**src/rtl/bm_match2_seq_div.sv**
```systemverilog
// Multi-cycle restoring divider, one quotient bit per clock, start/done handshake.
// Define BM_SEQ_DIV_SIGNED_EN for two's-complement operands (magnitude core, sign fix-up).
module bm_match2_seq_div #(
    parameter int DIVIDEND_W = 18,
    parameter int DIVISOR_W  = 9
) (
    input  logic                  clock,
    input  logic                  reset_n,
    input  logic                  start,
    input  logic [DIVIDEND_W-1:0] dividend,
    input  logic [DIVISOR_W-1:0]  divisor,
    output logic                  busy,
    output logic                  done,
    output logic [DIVIDEND_W-1:0] quotient,
    output logic [DIVISOR_W-1:0]  remainder,
    output logic                  div_by_zero
);

    localparam int CNT_W = $clog2(DIVIDEND_W + 1);

    typedef enum logic [1:0] {
        S_IDLE = 2'd0,
        S_RUN  = 2'd1,
        S_DONE = 2'd2
    } state_t;

    state_t                r_state;
    state_t                w_next;
    logic [CNT_W-1:0]      r_cnt;
    logic [DIVIDEND_W-1:0] r_dvd;
    logic [DIVISOR_W-1:0]  r_dsr;
    logic [DIVISOR_W:0]    r_prem;

    logic                  w_accept;
    logic                  w_dsr_zero;
    logic                  w_dbz;
    logic [DIVISOR_W+1:0]  w_shift;
    logic [DIVISOR_W+1:0]  w_trial;
    logic                  w_ge;
    logic [DIVIDEND_W-1:0] w_dvd_mag;
    logic [DIVISOR_W-1:0]  w_dsr_mag;
    logic [DIVIDEND_W-1:0] w_q_res;
    logic [DIVISOR_W-1:0]  w_r_res;

    // A start coinciding with the done pulse is dropped; the next IDLE cycle accepts.
    assign w_accept   = (r_state == S_IDLE) && start && !done;
    assign w_dsr_zero = (divisor == '0);
    assign w_dbz      = (r_dsr == '0);

    // Partial remainder stays below the divisor, so the top bit of w_trial is a clean borrow.
    assign w_shift = {r_prem, r_dvd[DIVIDEND_W-1]};
    assign w_trial = w_shift - {2'b00, r_dsr};
    assign w_ge    = ~w_trial[DIVISOR_W+1];

`ifdef BM_SEQ_DIV_SIGNED_EN
    logic w_dvd_neg;
    logic w_dsr_neg;
    logic r_neg_q;
    logic r_neg_r;

    assign w_dvd_neg = dividend[DIVIDEND_W-1];
    assign w_dsr_neg = divisor[DIVISOR_W-1];
    assign w_dvd_mag = w_dvd_neg ? -dividend : dividend;
    assign w_dsr_mag = w_dsr_neg ? -divisor : divisor;
    assign w_q_res   = r_neg_q ? -r_dvd : r_dvd;
    assign w_r_res   = r_neg_r ? -r_prem[DIVISOR_W-1:0] : r_prem[DIVISOR_W-1:0];

    always_ff @(posedge clock or negedge reset_n) begin
        if (!reset_n) begin
            r_neg_q <= 1'b0;
            r_neg_r <= 1'b0;
        end else if (w_accept) begin
            r_neg_q <= w_dvd_neg ^ w_dsr_neg;
            r_neg_r <= w_dvd_neg;
        end
    end
`else
    assign w_dvd_mag = dividend;
    assign w_dsr_mag = divisor;
    assign w_q_res   = r_dvd;
    assign w_r_res   = r_prem[DIVISOR_W-1:0];
`endif

    always_ff @(posedge clock or negedge reset_n) begin
        if (!reset_n) r_state <= S_IDLE;
        else          r_state <= w_next;
    end

    always_comb begin
        w_next = r_state;
        case (r_state)
            S_IDLE: if (w_accept) w_next = w_dsr_zero ? S_DONE : S_RUN;
            S_RUN:  if (r_cnt == CNT_W'(1)) w_next = S_DONE;
            S_DONE: w_next = S_IDLE;
            default: w_next = S_IDLE;
        endcase
    end

    // Quotient bits shift into r_dvd from the bottom as dividend bits leave the top.
    always_ff @(posedge clock or negedge reset_n) begin
        if (!reset_n) begin
            r_cnt       <= '0;
            r_dvd       <= '0;
            r_dsr       <= '0;
            r_prem      <= '0;
            busy        <= 1'b0;
            done        <= 1'b0;
            quotient    <= '0;
            remainder   <= '0;
            div_by_zero <= 1'b0;
        end else begin
            done <= 1'b0;
            case (r_state)
                S_IDLE: begin
                    if (w_accept) begin
                        r_dsr  <= w_dsr_mag;
                        r_prem <= '0;
                        r_cnt  <= CNT_W'(DIVIDEND_W);
                        // Keep the raw dividend on divide-by-zero: its low bits become the remainder.
                        r_dvd  <= w_dsr_zero ? dividend : w_dvd_mag;
                        busy   <= !w_dsr_zero;
                    end
                end
                S_RUN: begin
                    r_prem <= w_ge ? w_trial[DIVISOR_W:0] : w_shift[DIVISOR_W:0];
                    r_dvd  <= {r_dvd[DIVIDEND_W-2:0], w_ge};
                    r_cnt  <= r_cnt - CNT_W'(1);
                end
                S_DONE: begin
                    done        <= 1'b1;
                    busy        <= 1'b0;
                    div_by_zero <= w_dbz;
                    if (w_dbz) begin
                        quotient  <= '1;
                        remainder <= r_dvd[DIVISOR_W-1:0];
                    end else begin
                        quotient  <= w_q_res;
                        remainder <= w_r_res;
                    end
                end
                default: ;
            endcase
        end
    end

endmodule

```
**config.mk**
```make
export PLATFORM = sky130hd
export DESIGN_NAME = bm_match2_seq_div
export DESIGN_NICKNAME = d
export VERILOG_FILES = /design/src/rtl/bm_match2_seq_div.sv
export SDC_FILE = /design/constraint.sdc
export NUM_CORES = 1
export LEC_CHECK = 0
export ABC_CLOCK_PERIOD_IN_PS = 6300
export CAP_MARGIN = 20
export CORE_AREA = 2 2 98 76
export DETAILED_ROUTE_END_ITERATION = 12
export DIE_AREA = 0 0 100 78
export HOLD_SLACK_MARGIN = 0.08
export PLACE_DENSITY_LB_ADDON = 0.08
export SLEW_MARGIN = 20
export SYNTH_ARGS = -nofsm -noshare
export SYNTH_HDL_FRONTEND = slang
export SYNTH_SLANG_ARGS = --single-unit
```
**constraint.sdc**
```tcl
create_clock -name clock -period 6.3 [get_ports clock]
set_clock_uncertainty 0.2 [all_clocks]
set_input_delay 1.26 -clock clock [delete_from_list [all_inputs] [get_ports clock]]
set_output_delay 1.26 -clock clock [all_outputs]
set_load 0.02 [all_outputs]
```
==> summary.md <==
| Metric | Value |
|---|---|
| Core outline area | `6770 sq um` |
| H-tree lvl count | `3` |
| Combinational Power Share | `0.508` |
| Most numerous cell in the Yosys netlist | `dfrtp_1` |
| Setup CP Type | `register to register` |
| Hpwl dp | `5530 microns` |
| Worst path depth | `8` |
| Ports | `60` |
| Switching share of total power | `0.410` |
| Total negative slack for setup checks | `0 ns` |
| RSZ-0062 raised after global routing | `no` |
| TritonCTS clock tree | `built` |
| Critical Path RT | `6.34 ns` |
| Iteration-0 DRC Markers | `150` |
| Worst rel slew slack | `0.391` |
| Post-synth top cells | `dfrtp_1 (74), nor2_1 (41), nand2_1 (32), o21ai_0 (28), inv_1 (19)` |
| Vias per std cell | `5.68` |
| Number of synthesized flops with an enable pin | `0` |
| Vias in the first global route | `2,816` |
| Buf+Inv Stages, Crit Path | `0` |
| Final Hold Fails | `0` |
| R2R cell count | `8` |
| Clk root buf | `clkbuf_8` |
| Hold_buf cts | `0` |
| Area growth syn-to-layout | `25.4%` |
| Worst Setup End Kind | `register` |
| GRT Residual Overflow | `0` |
| Design Power | `0.00268 W` |
| Yosys top cell area share | `0.526` |
| Cell count after synthesis | `349` |
| Synthesized net count | `391` |
| Synth warnings | `0` |
| Layout cell share with drive strength beyond 1 | `0.0585` |
| Via count | `2,806` |
| Number of setup buffers added after CTS | `0` |
| CP arrival | `3.05 ns` |
| Post-route ant nets | `0` |
| Clock Pin Slew Worst Setup and Hold Paths | `0.07 ns` |
| DIE WIDTH | `100 microns` |
| Netlist cell types | `44` |
| Avg WL per Cell | `16.3 microns` |
| First-pass GRT wire length | `13,800 microns` |
| Critical path launch point type | `register` |
| DIE HEIGHT | `78 microns` |
| Synth top area cells | `dfrtp_1 (53%), mux2i_1 (5.1%), o22a_1 (4.5%)` |
| Fmax | `0.332 GHz` |
| Period utilization | `0.478` |
| Flops & latches, synth | `74` |
| Asr flop ratio synth | `1.00` |
| Storage cell area | `1850 sq um` |
| DRC Markers | `0` |
| ANT cells | `0` |
| Clock share of power | `0.166` |
| Port Buffers | `59` |
| Clock latency on the worst-skew pair | `0.35 ns` |
| TritonCTS Sinks | `74` |
| Initial Utilization | `0.521` |
| NetSw | `0.00110 W` |
| Mapped Area | `3520 sq um` |
| Ys flop type | `dfrtp_1` |
| Post-synthesis sequential area ratio | `0.526` |
| FILL cells | `560` |
| Hold Path Depth | `2` |
| GRT Total Usage | `0.227` |
| Clock buffers created by TritonCTS | `9` |
| Pre-antenna DRT Iters | `4` |
| Area of the multi-input gates | `1530 sq um` |
| CTS Buffer Depth | `2` |
| Max-slew violations | `0` |
| Die area | `7800 sq um` |
| Final setup fails | `0` |
| Initial antenna violation count | `0` |
| Status | `complete, no violations` |
| P_int | `0.00158 W` |
| CP top delay family | `simple AND/OR/NAND/NOR gates` |
| Post-synth top area cell | `dfrtp_1` |
| Leak pwr | `1.98 nW` |
| Crit-path slowest cell | `nand3b_2` |
| Reg power frac | `0.325` |
| Hold Crit Class | `register to register` |
| Max FO, Critical Path | `12` |
| Post_cts resized | `0` |
| Peak VDD IR | `0.413 mV` |
| CP max stage delay | `0.46 ns` |
| Crit path time final | `3.01 ns` |
| Gpl congestion | `0.813` |
| Worst Tran Pin Value | `0.913 ns` |
| FP Rows | `26` |
| PD cells | `606 nW/um^2` |
| Core Util, Final | `0.653` |
| NumNets Final | `448` |
| Syn_area_per_cell | `10.1 sq um` |
| Routed WL | `8030 microns` |
| Max Cap Viol | `0` |
| Critical-path cell list | `ha_1 > fa_1 > nand2b_1 > a21oi_1 > nor4b_2 > nand3b_2 > mux2i_1 > a311o_1` |
| Largest net degree at the start of global routing | `75` |
-- layout by cell type (no fill, tap or decap), types with 2 or more instances in the layout --
cell / n
xnor2_1: 6
o21ai_0: 28
nand2_1: 32
a21oi_1: 8
mux2i_1: 18
nor4_1: 2
dfrtp_1: 74
o21ai_1: 5
and3_1: 3
nor2b_1: 2
nand4_1: 2
a21o_1: 4
nand2b_1: 2
buf_4: 4
nor2_1: 41
o22ai_1: 17
nor3_1: 4
a31oi_1: 3
bufinv_16: 3
o31ai_1: 2
clkbuf_8: 10
xor2_1: 3
o211ai_1: 2
ha_1: 11
clkdlybuf4s50_1: 58
inv_1: 19
o22a_1: 18
nand3_1: 9
-- state kept, by name, summed over array words and instances (netlist names) --
name,flops
busy,1
div_by_zero,1
done,1
quotient,18
r_cnt,5
r_dsr,9
r_dvd,18
r_prem,10
r_state,2
remainder,9
-- worst min-delay path: cells and delay by family (launching register included) --
family	cells	cell delay [ns]
compound gates	1	0.06
simple gates	1	0.04
flops	1	0.34
-- cell type report --
class                      count  share of cell area
timing repair buffer          63               0.139
clock buffer                  10              0.0312
tap                           84              0.0238
clock inverter                 5              0.0232
multi-input combinational    239               0.347
sequential                    74               0.419
inverter                      19              0.0161
-- power by group through the flow --
| stage | logic (W) | clock network, W | registers [W] |
|---|---|---|---|
| global route | 0.00153 | 0.000476 | 0.000901 |
| global placement | 0.00132 | 0 | 0.000875 |
| finish | 0.00136 | 0.000445 | 0.000870 |
| detailed placement | 0.00137 | 0 | 0.000874 |
| floorplan | 0.000901 | 0 | 0.000927 |
| CTS | 0.00137 | 0.000452 | 0.000870 |
-- layer usage --
layer / global-route usage / wire [microns]
met1: 0.317 / 3710
met3: 0.0685 / 435
met5: 0 / 0
met4: 0.0630 / 71
met2: 0.345 / 3810
-- per-stage QoR --
step	cells	instance area [sq um]	hold WS [ns]	worst slack (ns)
final	494	4420	0.286	3.29
after global routing	494	4420	0.319	3.11
after CTS	494	4420	0.291	3.32
after detailed placement	479	4180	0.274	3.06
after global placement	479	4180	0.261	3.10
after floorplan	349	3520	0.258	3.71
-- kinds of logic after synthesis --
logic type      share of synthesized area
simple gates                        0.134
compound gates                      0.180
flops                               0.526
buf+inv                            0.0415
mux                                0.0511
fa+ha+maj                          0.0447
xor+xnor                           0.0224
-- worst paths after layout --
check / startpoint / endpoint / slack, ns
max reg2reg: r_dsr[0] / r_prem[9] / 3.29
max in group asynchronous: reset_n / quotient[12] / 4.39
max: r_dsr[0] / r_prem[9] / 3.29
min in group asynchronous: reset_n / quotient[6] / 0.92
min: remainder[3] / remainder[3] / 0.29
min reg2reg: remainder[3] / remainder[3] / 0.29
Power figures use the tool's default switching activity.
